`config.mk`:
```
export PLATFORM = sky130hd
export DESIGN_NAME = io_port_ctrl
export DESIGN_NICKNAME = d
export VERILOG_FILES = /design/src/rtl/io_port_ctrl_pkg.sv /design/src/rtl/io_port_ctrl_key_debounce.sv /design/src/rtl/io_port_ctrl.sv
export SDC_FILE = /design/constraint.sdc
export NUM_CORES = 1
export LEC_CHECK = 0
export ABC_AREA = 1
export CORE_MARGIN = 8
export CORE_UTILIZATION = 45
export DETAILED_ROUTE_END_ITERATION = 16
export PLACE_DENSITY = 0.75
export SETUP_SLACK_MARGIN = 0.3
export SYNTH_ARGS = -nofsm -noshare
export SYNTH_HDL_FRONTEND = slang
export SYNTH_HIERARCHICAL = 1
export SYNTH_SLANG_ARGS = --single-unit
```
`constraint.sdc`:
```
create_clock -name clk -period 1.5 [get_ports clk]
set_input_delay 0.15 -clock clk [delete_from_list [all_inputs] [get_ports clk]]
set_output_delay 0.15 -clock clk [all_outputs]
set_load 0.05 [all_outputs]
```
`src/rtl/io_port_ctrl_pkg.sv`:
```
// Shared definitions for the memory-mapped I/O port controller:
// word addresses (addr[7:2]), CTRL register bit positions, the key
// debounce state encoding and the default debounce length.
package io_port_pkg;

    // Word addresses, i.e. byte address >> 2
    localparam logic [5:0] ADDR_IN0  = 6'h20;  // 0x80
    localparam logic [5:0] ADDR_IN1  = 6'h21;  // 0x84
    localparam logic [5:0] ADDR_OUT0 = 6'h30;  // 0xC0
    localparam logic [5:0] ADDR_OUT1 = 6'h31;  // 0xC4
    localparam logic [5:0] ADDR_CTRL = 6'h32;  // 0xC8

    // CTRL register bit positions
    localparam int CTRL_PLUS_BIT = 0;
    localparam int CTRL_CHG_BIT  = 1;
    localparam int CTRL_IE_BIT   = 2;

    // 10 ms at 50 MHz
    localparam int DEB_CYCLES_DEF = 500000;

    typedef enum logic [1:0] {
        IDLE,
        PRESS_WAIT,
        HELD,
        REL_WAIT
    } deb_state_t;

endpackage

```
`src/rtl/io_port_ctrl_key_debounce.sv`:
```
// Mode-key debouncer: two-flop synchroniser on the raw active-low key,
// then a press/release FSM. A press or release is accepted only after
// DEB_CYCLES consecutive stable samples; an accepted press emits a
// single-cycle toggle pulse.
module key_debounce
    import io_port_pkg::*;
#(
    parameter int DEB_CYCLES = DEB_CYCLES_DEF,
    parameter int DEB_W      = 19
) (
    input  logic clk,
    input  logic resetn,
    input  logic key_n,
    output logic toggle
);

    localparam logic [DEB_W-1:0] CNT_LAST = DEB_W'(DEB_CYCLES - 1);

    logic             key_s1;
    logic             key_s2;
    deb_state_t       state;
    logic [DEB_W-1:0] cnt;

    // Bring the asynchronous key into the clock domain
    always_ff @(posedge clk) begin
        if (!resetn) begin
            key_s1 <= 1'b0;
            key_s2 <= 1'b0;
        end else begin
            key_s1 <= key_n;
            key_s2 <= key_s1;
        end
    end

    // Press/release qualification; toggle is a registered 1-cycle pulse
    always_ff @(posedge clk) begin
        if (!resetn) begin
            state  <= IDLE;
            cnt    <= '0;
            toggle <= 1'b0;
        end else begin
            toggle <= 1'b0;
            case (state)
                IDLE: begin
                    if (!key_s2) begin
                        cnt   <= '0;
                        state <= PRESS_WAIT;
                    end
                end
                PRESS_WAIT: begin
                    if (key_s2) begin
                        state <= IDLE;
                    end else if (cnt == CNT_LAST) begin
                        state  <= HELD;
                        toggle <= 1'b1;
                    end else begin
                        cnt <= cnt + DEB_W'(1);
                    end
                end
                HELD: begin
                    if (key_s2) begin
                        cnt   <= '0;
                        state <= REL_WAIT;
                    end
                end
                REL_WAIT: begin
                    if (!key_s2) begin
                        state <= HELD;
                    end else if (cnt == CNT_LAST) begin
                        state <= IDLE;
                    end else begin
                        cnt <= cnt + DEB_W'(1);
                    end
                end
                default: state <= IDLE;
            endcase
        end
    end

endmodule

```
`src/rtl/io_port_ctrl.sv`:
```
// Memory-mapped I/O controller between the CPU data bus and the board
// switch / seven-segment logic. Switch inputs are synchronised and
// change-detected, two output port registers feed the display, and the
// debounced mode key toggles ctrl_plus. Single-cycle req/ack access.
// Optional build macro IO_IRQ_EN adds the CTRL.ie bit and the irq output.
module io_port_ctrl
    import io_port_pkg::*;
#(
    parameter int DEB_CYCLES = DEB_CYCLES_DEF,
    parameter int DEB_W      = 19
) (
    input  logic        clk,
    input  logic        resetn,
    input  logic [7:0]  sw0,
    input  logic [7:0]  sw1,
    input  logic        key_n,
    input  logic        req,
    input  logic        we,
    input  logic [7:0]  addr,
    input  logic [31:0] wdata,
    output logic [31:0] rdata,
    output logic        ack,
    output logic [31:0] out_port0,
    output logic [31:0] out_port1,
    output logic        ctrl_plus,
    output logic        irq
);

    logic [7:0]  sw0_s1, sw0_s2, sw1_s1, sw1_s2;
    logic [7:0]  snap0, snap1;
    logic        chg;
    logic        ie;
    logic        toggle;
    logic [31:0] rd_mux;
    logic [5:0]  sel;
    logic        wr, rd;
    logic        unused_addr_bits;

    assign sel = addr[7:2];
    assign wr  = req & we;
    assign rd  = req & ~we;
    assign unused_addr_bits = ^addr[1:0];

    key_debounce #(
        .DEB_CYCLES (DEB_CYCLES),
        .DEB_W      (DEB_W)
    ) u_deb (
        .clk    (clk),
        .resetn (resetn),
        .key_n  (key_n),
        .toggle (toggle)
    );

    // Two-flop synchronisers for both switch groups
    always_ff @(posedge clk) begin
        if (!resetn) begin
            sw0_s1 <= '0;
            sw0_s2 <= '0;
            sw1_s1 <= '0;
            sw1_s2 <= '0;
        end else begin
            sw0_s1 <= sw0;
            sw0_s2 <= sw0_s1;
            sw1_s1 <= sw1;
            sw1_s2 <= sw1_s1;
        end
    end

    // Change detect against snapshot; a new change beats a CTRL read-clear
    always_ff @(posedge clk) begin
        if (!resetn) begin
            snap0 <= '0;
            snap1 <= '0;
            chg   <= 1'b0;
        end else begin
            snap0 <= sw0_s2;
            snap1 <= sw1_s2;
            if ((sw0_s2 != snap0) || (sw1_s2 != snap1)) begin
                chg <= 1'b1;
            end else if (rd && (sel == ADDR_CTRL)) begin
                chg <= 1'b0;
            end
        end
    end

    // Output ports and display select; a CPU write to CTRL overrides the key toggle
    always_ff @(posedge clk) begin
        if (!resetn) begin
            out_port0 <= '0;
            out_port1 <= '0;
            ctrl_plus <= 1'b0;
        end else begin
            if (wr && (sel == ADDR_OUT0)) out_port0 <= wdata;
            if (wr && (sel == ADDR_OUT1)) out_port1 <= wdata;
            if (wr && (sel == ADDR_CTRL)) begin
                ctrl_plus <= wdata[CTRL_PLUS_BIT];
            end else if (toggle) begin
                ctrl_plus <= ~ctrl_plus;
            end
        end
    end

`ifdef IO_IRQ_EN
    // Interrupt enable bit and registered interrupt
    always_ff @(posedge clk) begin
        if (!resetn) begin
            ie  <= 1'b0;
            irq <= 1'b0;
        end else begin
            if (wr && (sel == ADDR_CTRL)) ie <= wdata[CTRL_IE_BIT];
            irq <= ie & chg;
        end
    end
`else
    assign ie  = 1'b0;
    assign irq = 1'b0;
`endif

    // Read data selection by word address; unmapped words read 0
    always_comb begin
        rd_mux = '0;
        case (sel)
            ADDR_IN0:  rd_mux = {24'b0, sw0_s2};
            ADDR_IN1:  rd_mux = {24'b0, sw1_s2};
            ADDR_OUT0: rd_mux = out_port0;
            ADDR_OUT1: rd_mux = out_port1;
            ADDR_CTRL: begin
                rd_mux[CTRL_PLUS_BIT] = ctrl_plus;
                rd_mux[CTRL_CHG_BIT]  = chg;
                rd_mux[CTRL_IE_BIT]   = ie;
            end
            default: rd_mux = '0;
        endcase
    end

    // One-cycle acknowledge with registered read data
    always_ff @(posedge clk) begin
        if (!resetn) begin
            ack   <= 1'b0;
            rdata <= '0;
        end else begin
            ack   <= req;
            rdata <= rd ? rd_mux : '0;
        end
    end

endmodule

```
==> run metrics <==
H-tree lvl count 4; Post-Synthesis Cells about 940; Detail Route Antenna Nets 0; post-synth cell types 39; Int Pwr about 7.6 mW; drt via density between 4 and 5; largest net degree at the start of global routing 58; CTS tree built; outcome finished, final reports clean; hold buffers post-CTS 0; via count of the first global-routing pass between 6000 and 7000; Final nets 1210; Sw Ratio ~23%; Clock Latency Late Sink between 0.4 and 0.5 ns; Peak VDD IR 0.7808 mV; Comb power frac 6.2%; GP Congestion roughly 0.86; hold path startpoint resetn; worst min-delay path class in -> reg; Syn Std Cell Area roughly 6900 sq um; initial antenna violation count 2; Max Buffers Root-to-Sink 2; GRT met3 Usage under 10%; Worst Setup End Kind flop; worst-path fanout max 6; Layout area overhead 44.00%; Fin. Hold Viols 0; detailed placement HPWL roughly 14 mm; GRT Overall Usage 20.09%; area of placed instances a little under 9000 sq um; # DRC 0; IO Pins 160; CP arrival around 1.8 ns; # rows 45; layout cell share with drive strength beyond 1 between 20% and 30%; Die Wd around 140 um; grt peak-use layer met2; grt met2 use approximately a third; Port Buffers ~160; Power per Cell Area 981.2 nW/um^2; core box area 15150 sq um; sequential share of power about 48%; Syn Area/Cell 7.352 sq um; worst r2r path cells 9; commonest non-fill, non-tap cell in the layout nand2_1; CTS root buf clkbuf_16; post-route worst setup slack between 0.03 and 0.04 ns; drt pass-1 iters 5; Worst R2R Start u_deb/cnt[0]; Vias between 6000 and 7000; Post-Syn Nets ~1000; CP required 1.82 ns; Synthesis Warnings 6; Switching Power about 2.2 mW; WL per Instance roughly 15 um; Chip Height between 100 and 150 um; FMAX between 0.6 and 0.7 GHz; Die ar. roughly 20000 sq um; CP Launch Type flop; highest-count cells in the layout ignoring fill and taps nand2_1, nor2_1, dfxtp_1, buf_4, inv_1; reg2reg setup slack approximately 0.040 ns; first-pass GRT wire length 31.67 mm; leakage roughly 4.7 nW; Layout Cells excl Fill roughly 1400; final instance area 9983 sq um; Inst Count DP approximately 1300; Post-synth ARST share 0%; DRT iter0 DRCs 408; Most used DFF post-synth dfxtp_1; final global-route overflow total 0; Period minus WS final around 1.5 ns; worst hold path depth 3; Period Utilization, post-route approximately 100%; Finish-stage setup viols 0; final WL between 20 and 25 mm; RSZ-0062 raised after global routing true; kind of critical path reg -> reg; post-synthesis sequential area ratio between 40% and 50%; Post-synth EDFFs 0; clk slew on worst S/H paths roughly 0.060 ns; synthesis-stage register bit count approximately 170; Clock Skew about 0.0074 ns; met1 global-route usage between 20% and 30%; Num CTS Buffers 17; Starting Density between 40% and 50%; Max Slew Vio Count 0; clk sinks ~170; Place WS -0.2571 ns; clock share of power about 46%; total of max-cap violations 0
## Yosys cell counts (2+ instances only)
cell	number	area, sq um
nand3_1	21	105.1
clkbuf_1	15	56.30
nor2_8	2	40.04
xor2_1	8	70.07
inv_1	117	439.2
nand2_4	3	33.78
buf_4	5	37.54
a22oi_1	12	90.09
inv_2	3	11.26
a21oi_2	4	35.03
nand2_2	6	37.54
nand4_1	10	62.56
o22ai_1	5	31.28
buf_8	2	30.03
buf_6	9	101.4
nand2_1	214	803.3
nor2_1	194	728.2
dfxtp_1	171	3423
o21bai_1	3	22.52
o21ai_0	63	315.3
buf_2	5	25.02
o21ai_1	15	75.07
nand3_2	2	20.02
nor2_2	4	25.02
a21oi_1	35	175.2
nand3b_1	2	15.01
## logic make-up after synthesis
kind of cell / Yosys count / share of synthesized area [%]
AND/OR/NAND/NOR: 465 / 28.08
flip-flops: 171 / 49.38
buffers and inverters: 160 / 10.56
AO/OA/AOI/OAI: 137 / 10.74
XOR/XNOR: 8 / 1.011
adder cells (fa/ha/maj): 1 / 0.1804
other: 1 / 0.05409
## metal layers
| layer | part of all wire, % | routed length [um] |
|---|---|---|
| met3 | 7.4 | 1476 |
| met2 | 47 | 9464 |
| met5 | 0.065 | 13 |
| met1 | 44 | 8730 |
| met4 | 1.7 | 336 |
## layout make-up
type	instances	area, sq um
antenna	2	5.005
clock inverter	13	163.9
clock buffer	19	442.9
sequential	171	3467
timing repair buffer	221	2158
inverter	124	496.7
fill	1229	5162
tap	188	235.2
multi-input combinational	613	3014
## registers in the layout, indices dropped and copies added (netlist names), named ones only
name / flops
u_deb/state: 1
u_deb/key_s1: 1
u_deb/cnt: 19
sw1_s2: 8
snap0: 8
u_deb/key_s2: 1
ack: 1
u_deb/toggle: 1
out_port0: 32
sw1_s1: 8
sw0_s2: 8
rdata: 32
out_port1: 32
snap1: 8
ctrl_plus: 1
sw0_s1: 8
chg: 1
## critical path, cell delays in order, from the launching register on
cell and delay (ns):
dfxtp_4 0.36, ha_4 0.15, nand3_4 0.10, clkinv_4 0.08, nand3_4 0.09, inv_4 0.08
nand3_4 0.12, buf_6 0.18, o21ai_0 0.13, nor2_1 0.05
## through the flow
stage / hold WS (ns) / power (mW) / TNS (ns) / utilization, %
5_1_grt: 0.01859 / 10.13 / -0.1264 / 65.90
3_3_place_gp: 0.3931 / 5.308 / -15.75 / 57.98
4_1_cts: 0.009547 / 9.842 / 0 / 64.44
2_1_floorplan: 0.2435 / 5.021 / 0 / -
3_5_place_dp: 0.3969 / 5.316 / -17.78 / 57.98
6_report: 0.02442 / 9.796 / 0 / 65.91
## what timing repair did
| item | in CTS | in global routing |
|---|---|---|
| setup buffers | 4 | 3 |
| gates cloned | 5 | 1 |
| pin swaps | 9 | 13 |
| endpoints found under the setup margin | 110 | 63 |
| resized for setup | 60 | 73 |
| hold endpoints to repair | 0 | 0 |
## how the worst max path moves through the flow
stage / to / from / depth (start not counted) / slack, ns
final: flop / u_deb/cnt[0] / 9 / 0.04
after global routing: u_deb/cnt[15] / u_deb/cnt[1] / 10 / -0.03
after CTS: u_deb/cnt[15] / u_deb/cnt[1] / 11 / 0.09
after detailed placement: rdata[19] / addr[7] / 8 / -0.26
after global placement: rdata[19] / addr[7] / 8 / -0.25
after floorplan: flop / u_deb/cnt[0] / 9 / 0.13
## power groups by stage
stage               logic (mW)  registers (mW)  clock network, mW
finish                   0.612            4.66               4.53
global route             0.671            4.66               4.80
CTS                      0.593            4.65               4.60
detailed placement       0.562            4.75                  0
global placement         0.557            4.75                  0
floorplan                0.245            4.78                  0
(Power assumes the default switching activity.)
